`src/rtl/fetch_prefetch_queue.sv`:
```
// Sequential-PC instruction prefetcher with an in-order DEPTH-entry FIFO; redirect flushes and restarts.
// Latency: imem response -> inst_valid 1 cycle; backpressure: requests credit-gated on FIFO space, inst_ready stalls head.

module fpq_fifo #(
  parameter int DEPTH = 4,
  parameter int W     = 64
) (
  input  logic                   clk,
  input  logic                   rst,
  input  logic                   flush,
  input  logic                   push_vld,
  input  logic [W-1:0]           push_dat,
  input  logic                   pop_rdy,
  output logic [W-1:0]           head_dat,
  output logic [$clog2(DEPTH):0] count
);
  localparam int          AW   = $clog2(DEPTH);
  localparam logic [AW:0] FULL = (AW+1)'(DEPTH);

  logic [W-1:0]  mem_q [DEPTH];
  logic [W-1:0]  mem_d [DEPTH];
  logic [AW-1:0] wr_ptr_q, wr_ptr_d;
  logic [AW-1:0] rd_ptr_q, rd_ptr_d;
  logic [AW:0]   count_q, count_d;

  always_comb begin
    mem_d    = mem_q;
    wr_ptr_d = wr_ptr_q;
    rd_ptr_d = rd_ptr_q;
    count_d  = count_q;
    if (flush) begin
      rd_ptr_d = wr_ptr_q;
      count_d  = '0;
    end else begin
      if (push_vld) begin
        mem_d[wr_ptr_q] = push_dat;
        wr_ptr_d        = wr_ptr_q + AW'(1);
      end
      if (pop_rdy) begin
        rd_ptr_d = rd_ptr_q + AW'(1);
      end
      case ({push_vld, pop_rdy})
        2'b10:   count_d = count_q + (AW+1)'(1);
        2'b01:   count_d = count_q - (AW+1)'(1);
        default: count_d = count_q;
      endcase
    end
  end

  always_ff @(posedge clk) begin
    if (!rst) begin
      wr_ptr_q <= '0;
      rd_ptr_q <= '0;
      count_q  <= '0;
    end else begin
      wr_ptr_q <= wr_ptr_d;
      rd_ptr_q <= rd_ptr_d;
      count_q  <= count_d;
    end
  end

  // Payload storage carries no reset; only entries below count are ever observed.
  always_ff @(posedge clk) begin
    mem_q <= mem_d;
  end

  assign head_dat = mem_q[rd_ptr_q];
  assign count    = count_q;

  assert property (@(posedge clk) disable iff (!rst) count_q <= FULL);
  assert property (@(posedge clk) disable iff (!rst) !(push_vld && !flush && count_q == FULL));
  assert property (@(posedge clk) disable iff (!rst) !(pop_rdy && !flush && count_q == '0));

endmodule

module fetch_prefetch_queue #(
  parameter int          DEPTH           = 4,
  parameter int          MAX_OUTSTANDING = 2,
  parameter logic [31:0] RESET_PC        = 32'h0
) (
  input  logic        clk,
  input  logic        rst,
  input  logic        redirect,
  input  logic [31:0] redirect_pc,
  output logic        imem_req_valid,
  input  logic        imem_req_ready,
  output logic [31:0] imem_req_addr,
  input  logic        imem_rsp_valid,
  input  logic [31:0] imem_rsp_data,
  output logic        inst_valid,
  input  logic        inst_ready,
  output logic [31:0] inst_data,
  output logic [31:0] inst_pc
);
  localparam int            CW         = $clog2(DEPTH) + 1;
  localparam int            OW         = $clog2(MAX_OUTSTANDING + 1);
  localparam int            SW         = $clog2(DEPTH + MAX_OUTSTANDING + 1);
  localparam logic [OW-1:0] OUT_MAX    = OW'(MAX_OUTSTANDING);
  localparam logic [SW-1:0] CREDIT_MAX = SW'(DEPTH);
  localparam logic [31:0]   NOP        = 32'h0000_0013;

  typedef struct packed {
    logic [31:0] pc;
    logic [31:0] data;
  } inst_t;

  logic [31:0]   fetch_pc_q, fetch_pc_d;
  logic [31:0]   rsp_pc_q, rsp_pc_d;
  logic [OW-1:0] outst_q, outst_d;
  logic [OW-1:0] discard_q, discard_d;
  logic [CW-1:0] fifo_count;
  logic [SW-1:0] inflight;
  logic          issue;
  logic          push_vld;
  logic          pop_rdy;
  inst_t         push_dat;
  inst_t         head_dat;

  // Credit: every live (non-discarded) request already owns a FIFO slot.
  always_comb begin
    inflight       = SW'(fifo_count) + SW'(outst_q) - SW'(discard_q);
    imem_req_valid = rst && !redirect && (outst_q < OUT_MAX) && (inflight < CREDIT_MAX);
    issue          = imem_req_valid && imem_req_ready;
    push_vld       = imem_rsp_valid && !redirect && (discard_q == '0);
    pop_rdy        = inst_valid && inst_ready && !redirect;
    push_dat       = '{pc: rsp_pc_q, data: imem_rsp_data};
  end

  always_comb begin
    fetch_pc_d = fetch_pc_q;
    rsp_pc_d   = rsp_pc_q;
    outst_d    = outst_q;
    discard_d  = discard_q;
    if (issue && !imem_rsp_valid) begin
      outst_d = outst_q + OW'(1);
    end else if (!issue && imem_rsp_valid) begin
      outst_d = outst_q - OW'(1);
    end
    if (redirect) begin
      fetch_pc_d = redirect_pc;
      rsp_pc_d   = redirect_pc;
      discard_d  = imem_rsp_valid ? outst_q - OW'(1) : outst_q;
    end else begin
      if (issue) begin
        fetch_pc_d = fetch_pc_q + 32'd4;
      end
      if (imem_rsp_valid) begin
        if (discard_q != '0) begin
          discard_d = discard_q - OW'(1);
        end else begin
          rsp_pc_d = rsp_pc_q + 32'd4;
        end
      end
    end
  end

  always_ff @(posedge clk) begin
    if (!rst) begin
      fetch_pc_q <= RESET_PC;
      rsp_pc_q   <= RESET_PC;
      outst_q    <= '0;
      discard_q  <= '0;
    end else begin
      fetch_pc_q <= fetch_pc_d;
      rsp_pc_q   <= rsp_pc_d;
      outst_q    <= outst_d;
      discard_q  <= discard_d;
    end
  end

  fpq_fifo #(
    .DEPTH (DEPTH),
    .W     ($bits(inst_t))
  ) u_fifo (
    .clk      (clk),
    .rst      (rst),
    .flush    (redirect),
    .push_vld (push_vld),
    .push_dat (push_dat),
    .pop_rdy  (pop_rdy),
    .head_dat (head_dat),
    .count    (fifo_count)
  );

  always_comb begin
    imem_req_addr = fetch_pc_q;
    inst_valid    = (fifo_count != '0);
    inst_data     = inst_valid ? head_dat.data : NOP;
    inst_pc       = inst_valid ? head_dat.pc : 32'h0;
  end

  assert property (@(posedge clk) disable iff (!rst) outst_q <= OUT_MAX);
  assert property (@(posedge clk) disable iff (!rst) discard_q <= outst_q);
  assert property (@(posedge clk) disable iff (!rst) !(imem_rsp_valid && outst_q == '0));

endmodule

```
`config.mk`:
```
export PLATFORM = sky130hd
export DESIGN_NAME = fetch_prefetch_queue
export DESIGN_NICKNAME = d
export VERILOG_FILES = /design/src/rtl/fetch_prefetch_queue.sv
export SDC_FILE = /design/constraint.sdc
export NUM_CORES = 1
export LEC_CHECK = 0
export CAP_MARGIN = 5
export CELL_PAD_IN_SITES_DETAIL_PLACEMENT = 1
export CELL_PAD_IN_SITES_GLOBAL_PLACEMENT = 2
export CORE_MARGIN = 2
export CORE_UTILIZATION = 30
export DETAILED_ROUTE_END_ITERATION = 16
export MAX_ROUTING_LAYER = met4
export PLACE_DENSITY_LB_ADDON = 0.1
export SLEW_MARGIN = 10
export SYNTH_ARGS = -nofsm -noshare
export SYNTH_HDL_FRONTEND = slang
export SYNTH_SLANG_ARGS = --single-unit
```
`constraint.sdc`:
```
create_clock -name clk -period 4.8 [get_ports clk]
set_clock_uncertainty 0.05 [all_clocks]
set_input_delay 1.2 -clock clk [delete_from_list [all_inputs] [get_ports clk]]
set_output_delay 1.2 -clock clk [all_outputs]
set_load 0.05 [all_outputs]
```
==> impl_metrics.yaml, run 1 <==
synth:
  synth_commonest_cells: "edfxtp_1, dfxtp_1, and2_1, mux4_2, a21oi_1"
  synth_fp_nets: 1005
  seq_area_frac_synth_pct: 66.7
  synthFlopType: "edfxtp_1"
  yosys_warnings: 0
  synth.area.top_cells: "edfxtp_1, dfxtp_1, mux4_2, and2_1, a21oi_1"
  synthArstFlopShare_pct: 0
  syn_area_sq_um: 13800
  synth_largest_area_cell: "edfxtp_1"
  synth_most_common_cell: "edfxtp_1"
  synth.distinct_cells: 55
  synth_edf_count: 256
  yosysTopAreaCellShare_pct: 55.8
  ys_seq_elements: 331
  syn-instance-count: 922
  synth.avg_cell_area_sq_um: 14.9
sta:
  slew_violations: 0
  fin_setup_tns_ns: 0
  final-setup-viol-count: 0
  worst_pin_slew_ns: 0.830
  min_period_ns: 4.21
  timing.final.ws_setup_ns: 0.595
  post-route-period-util_pct: 87.6
  hold-worst-slack_ns: 0.433
  slew_headroom_pct: 44.1
  hold_viol: 0
  rsz0062_at_grt: "no"
  fmaxAchievable_mhz: 238
power_and_ir_drop:
  p_total_uw: 6680
  p_per_area_nw_per_um2: 383
  peakVddDrop_uv: 229
  p_leak_uw: 0.00548
floorplan:
  core_region_area_sq_um: 45400
  die_w_um: 218
  die_area_sq_um: 47600
  fp.dieH_um: 218
  rows: 78
  start_util_pct: 30.3
  ios: 168
grt:
  grt_max_degree: 76
  grt.overflow.total: 0
  grt_use_total_pct: 16.7
  antenna_found_initial: 0
  grt_pass1_vias: 9118
  grt_pass1_wl_um: 57800
drt:
  route.detailed.vias_per_inst: 4.89
  drt_iter0_drc: 424
  drt_pass1_iterations: 4
  detail-route-antenna-nets: 0
  routedWlPerCell_um: 21.8
  routed_wirelength_um: 37800
  vias: 8454
  drc_errors: 0
setup_path:
  cp-start-kind: "flop"
  crit_path_max_fanout: 30
  reg2reg_depth: 11
  critical_path_class: "flop to output port"
  crit-reg2reg-launch: "outst_q[1]$_SDFFE_PN0P_"
  endpoint_kind: "output port"
  cp.required_ns: 3.55
  crit_arrival_ns: 2.96
  r2r_slack_ns: 1.08
  setup.worst_path.end: "inst_pc[24]"
  critPathLaunch: "u_fifo.rd_ptr_q[0]$_SDFFE_PN0P_"
  reg2reg_to: "outst_q[1]$_SDFFE_PN0P_"
clocking:
  cts_setup_buffers: 0
  cts_num_sinks: 331
  clkSlewWorstSetupHoldPaths_ns: 0.06
  postCtsResizedCells: 0
  root_buffer: "clkbuf_16"
  cts.htree.levels: 2
  clock_path_buffers: 3
  hold_buffers: 0
  cts_tree: "yes"
  clk_latency_ns: 0.54
  cts_buffers: 39
job:
  maxCapViolCount: 0
cells_and_area:
  area_growth_pct: 26.6
  drive_above_1_share_pct: 13.6
  final_net_count: 1182
  n_fill_cell: 4674
  utilization_pct: 38.4
  antenna_cells: 0
run_status:
  outcome: "finished clean"
placement:
  place_congestion: 0.772
  portBuffers: 167
  dp_hpwl_um: 24900
  post-place-ws_ns: 0.606
hold_path:
  hold_path.class: "flop to flop"
## power breakdown
part | switching, uW | internal (uW) | total (uW)
Combinational | 371 | 283 | 654
Sequential | 104 | 3180 | 3290
Clock | 1150 | 1590 | 2740
## per-layer routing
metal	up-vias	global-route usage [%]	share of wire [%]
li1	3917	-	-
met1	4322	22.5	47
met2	169	26.0	47
met3	46	3.03	3.9
met4	0	4.31	1.9
met5	-	-	0
## per-stage QoR
step	area (sq um)	instances
2_1_floorplan	13800	922
3_3_place_gp	16300	1658
3_5_place_dp	16300	1658
4_1_cts	17400	1730
5_1_grt	17400	1730
6_report	17400	1730
## how the worst min path moves through the flow
| stage | startpoint | end | slack, ns | cells past startpoint |
|---|---|---|---|---|
| after floorplan | rsp_pc_q[4]$_SDFFE_PN0P_ | u_fifo.mem_q[100]$_DFFE_PP_ | 0.41 | 0 |
| after global placement | imem_req_addr[1]$_SDFFE_PN0P_ | imem_req_addr[1]$_SDFFE_PN0P_ | 0.43 | 2 |
| after detailed placement | imem_req_addr[0]$_SDFFE_PN0P_ | imem_req_addr[0]$_SDFFE_PN0P_ | 0.43 | 2 |
| after CTS | imem_req_addr[0]$_SDFFE_PN0P_ | imem_req_addr[0]$_SDFFE_PN0P_ | 0.44 | 2 |
| after global routing | imem_req_addr[1]$_SDFFE_PN0P_ | imem_req_addr[1]$_SDFFE_PN0P_ | 0.46 | 2 |
| final | imem_req_addr[1]$_SDFFE_PN0P_ | imem_req_addr[1]$_SDFFE_PN0P_ | 0.43 | 2 |
## cell type report
type / instances / area [sq um] / area share (%)
Timing Repair Buffer: 188 / 1940 / 11.1
Inverter: 21 / 78.8 / 0.452
Sequential cell: 331 / 9200 / 52.7
Multi-Input combinational cell: 518 / 4300 / 24.6
Tap cell: 600 / 751 / 4.31
Clock buffer: 54 / 1050 / 6.04
Clock inverter: 18 / 121 / 0.696
## cell usage in the layout, fill, tap and decap left out, types with 3 or more instances in the layout
cell type	synthesis	final
clkbuf_1	35	14
o21ai_0	33	33
xnor2_1	33	33
edfxtp_1	256	256
inv_1	19	18
o22ai_1	4	4
or4_1	9	9
buf_12	0	9
o31a_1	3	3
xor2_1	18	18
clkinv_1	2	8
buf_4	0	13
nand3_1	27	27
or3_1	6	6
and4_1	8	8
nor4_1	9	9
mux4_2	64	64
nor3_1	10	10
nand4_1	20	20
clkinv_2	0	8
or2_2	6	6
dfxtp_1	75	73
a211oi_1	12	12
clkdlybuf4s50_1	0	166
a31oi_1	5	5
and2_1	70	66
nand2_1	52	52
ha_1	11	11
a21oi_1	59	59
nand2b_1	3	3
and2_4	0	4
nor2_1	22	22
clkbuf_16	0	40
o211ai_1	6	6
## worst max-delay path, stage by stage, from the launching register on
cell and delay [ns]:
dfxtp_4 0.61, buf_12 0.33, mux4_2 0.54, and2_1 0.21, clkdlybuf4s50_1 0.71
## logic make-up after synthesis
logic type,share of synthesized area [%]
AOI/OAI and AO/OA,6.12
xor gates and xnor gates,3.24
adders and majority gates,1.29
buffers and inverters,2.14
DFF,66.7
muxes,10.5
and+or+nand+nor,9.94
## registers in the layout, indices dropped and copies added, names as in the netlist
signal and count:
discard_q 2, imem_req_addr 32, outst_q 2, rsp_pc_q 32
u_fifo.count 3, u_fifo.mem_q 256, u_fifo.rd_ptr_q 2, u_fifo.wr_ptr_q 2
No activity file was read; power rests on OpenSTA's default activity.
==> inputs of run 2 (changes only) <==
--- a/config.mk
+++ b/config.mk
@@ -5,7 +5,7 @@
 export SDC_FILE = /design/constraint.sdc
 export NUM_CORES = 1
 export LEC_CHECK = 0
-export CAP_MARGIN = 5
+export ABC_AREA = 1
 export CELL_PAD_IN_SITES_DETAIL_PLACEMENT = 1
 export CELL_PAD_IN_SITES_GLOBAL_PLACEMENT = 2
 export CORE_MARGIN = 2
==> impl_metrics.yaml, run 2 <==
run_status:
  outcome: "finished clean"
drt:
  drt_pass1_iterations: 4
  routed_wirelength_um: 45500
  detail-route-antenna-nets: 0
  dr_wl_met2_um: 22700
  drc_errors: 0
  route.detailed.vias_per_inst: 4.73
  highest_layer: "met4"
  routedWlPerCell_um: 18.8
  drt_iter0_drc: 493
  wl_met1_um: 20600
  vias: 11400
  route.met3.wl_um: 1420
grt:
  grt_pass1_wl_um: 69300
  antenna_found_initial: 0
  grt_pass1_vias: 11700
  grt_max_degree: 75
  grt_use_total_pct: 18.4
  grt.overflow.total: 0
setup_path:
  cp.required_ns: 3.55
  slowest_delay_ns: 0.86
  crit_chain: "buf_4 -> nor2_1 -> nor2_1 -> o21ai_0 -> a21oi_1 -> clkdlybuf4s50_1"
  critPathSlowestCell: "clkdlybuf4s50_1"
  crit_arrival_ns: 3.02
  cp-start-kind: "flop"
  crit_path_max_fanout: 74
  path_buf_inv: 2
  cpMostUsedCell: "nor2_1"
  critical_path_class: "flop to output port"
  critPathLaunch: "u_fifo.rd_ptr_q[0]$_SDFFE_PN0P_"
  crit-reg2reg-launch: "outst_q[1]$_SDFFE_PN0P_"
  endpoint_kind: "output port"
  path_delay_family: "buffers and inverters"
clocking:
  hold_buffers: 0
  cts_buffers: 39
  clk_latency_ns: 0.55
  root_buffer: "clkbuf_16"
  clock_path_buffers: 3
  postCtsResizedCells: 0
  clkSlewWorstSetupHoldPaths_ns: 0.06
  cts_num_sinks: 331
  cts_tree: "yes"
  cts_setup_buffers: 0
  cts.htree.levels: 2
power_and_ir_drop:
  peakVddDrop_uv: 180
  p_total_uw: 6820
  p_leak_uw: 0.00653
  p_per_area_nw_per_um2: 368
floorplan:
  fp.dieH_um: 227
  die_area_sq_um: 51300
  ios: 168
  rows: 81
  core_region_area_sq_um: 49000
  die_w_um: 227
  start_util_pct: 30.3
cells_and_area:
  n_fill_cell: 5510
  utilization_pct: 37.9
  drive_above_1_share_pct: 6.98
  largest_reg_flops: 256
  stdcell_count: 2412
  final_area_sq_um: 18500
  regArea_sq_um: 9190
  final_net_count: 1806
  area_growth_pct: 24.9
  multi_input_area_sq_um: 5050
  layout_commonest_cell: "nor2_1"
  final_cell_mix: "nor2_1, edfxtp_1, nand2_1"
  registers.top_by_ff_count: "u_fifo.mem_q"
  antenna_cells: 0
synth:
  yosys_warnings: 0
  synth_fp_nets: 1643
  seq_area_frac_synth_pct: 61.9
  synth_commonest_cells: "nor2_1, edfxtp_1, nand2_1, o21ai_0, a21oi_1"
  syn_area_sq_um: 14900
  yosysTopAreaCellShare_pct: 51.7
  synth.area.top_cells: "edfxtp_1, dfxtp_1, nor2_1, o21ai_0, nand2_1"
  synthFlopType: "edfxtp_1"
  synth.avg_cell_area_sq_um: 9.52
  synth.distinct_cells: 41
  synth_largest_area_cell: "edfxtp_1"
  synthArstFlopShare_pct: 0
  synth_most_common_cell: "nor2_1"
  syn-instance-count: 1560
  ys_seq_elements: 331
  synth_edf_count: 256
placement:
  place_congestion: 0.826
  dpl-instance-area_sq_um: 17400
  dp_hpwl_um: 30000
  dp.cells: 2346
  portBuffers: 167
hold_path:
  hold_path.class: "flop to flop"
  hp-start: "imem_req_addr[1]$_SDFFE_PN0P_"
sta:
  min_period_ns: 4.27
  slew_headroom_pct: 42.2
  final-setup-viol-count: 0
  hold_viol: 0
  post-route-period-util_pct: 89.1
  fin_setup_tns_ns: 0
  slew_violations: 0
  fmaxAchievable_mhz: 234
  rsz0062_at_grt: "no"
  worst_pin_slew_ns: 0.868
job:
  maxCapViolCount: 0
[run 2: path summary, 6_finish.rpt]
kind,endpoint,slack [ns],cells past startpoint
worst max-delay path,inst_pc[13],0.53,6
worst min-delay path,imem_req_addr[1]$_SDFFE_PN0P_,0.42,2
worst max register to register,imem_req_addr[11]$_SDFFE_PN0P_,1.55,12
worst min register to register,imem_req_addr[1]$_SDFFE_PN0P_,0.42,2
[run 2: per-stage QoR]
step	setup WS, ns	hold slack (ns)
global route	0.294	0.474
global placement	0.999	0.398
finish	0.525	0.422
CTS	0.417	0.433
floorplan	-0.184	0.410
detailed placement	1.02	0.420
[run 2: area by class of cell]
class	count	area share, %
multi-input cells	1066	27.2
clock buffers	48	5.44
flip-flops and latches	331	49.6
well taps	664	4.48
inverters	90	1.83
clock inverters	18	0.877
repair buffers	195	10.6
[run 2: power by group]
group	leakage, uW	switching [uW]	total, uW	internal [uW]
Sequential	0.00297	97.8	3290	3190
Combinational	0.00299	474	715	241
Clock	0.000566	1170	2820	1650
[run 2: per-layer routing]
metal	GRT usage, %	up-vias
li1	-	5611
met1	22.7	5575
met2	32.0	160
met3	2.68	54
met4	3.97	0
met5	-	-
[run 2: cells by family (layout without fill, tap and decap cells)]
family | Yosys count | after routing | share of synthesized area, %
AO/OA/AOI/OAI | 317 | 317 | 11.1
AND/OR/NAND/NOR | 714 | 714 | 20.2
buffers and inverters | 163 | 351 | 4.39
flip-flops | 331 | 331 | 61.9
adder cells (fa/ha/maj) | 13 | 13 | 1.20
XOR/XNOR | 22 | 22 | 1.30
[run 2: worst register-to-register path, delay by kind of cell (launching register included)]
family / cells / cell delay, ns
and+or+nand+nor: 7 / 1.33
buffers and inverters: 3 / 0.55
DFF: 1 / 0.39
adders and majority gates: 2 / 0.82
==> inputs of run 3 (changes only) <==
--- a/config.mk
+++ b/config.mk
@@ -10,6 +10,7 @@
 export CELL_PAD_IN_SITES_GLOBAL_PLACEMENT = 2
 export CORE_MARGIN = 2
 export CORE_UTILIZATION = 30
+export CTS_CLUSTER_DIAMETER = 120
 export DETAILED_ROUTE_END_ITERATION = 16
 export MAX_ROUTING_LAYER = met4
 export PLACE_DENSITY_LB_ADDON = 0.1
==> results of run 3 <==
No change in the layout: final DEF, timing and power equal those of run 2.
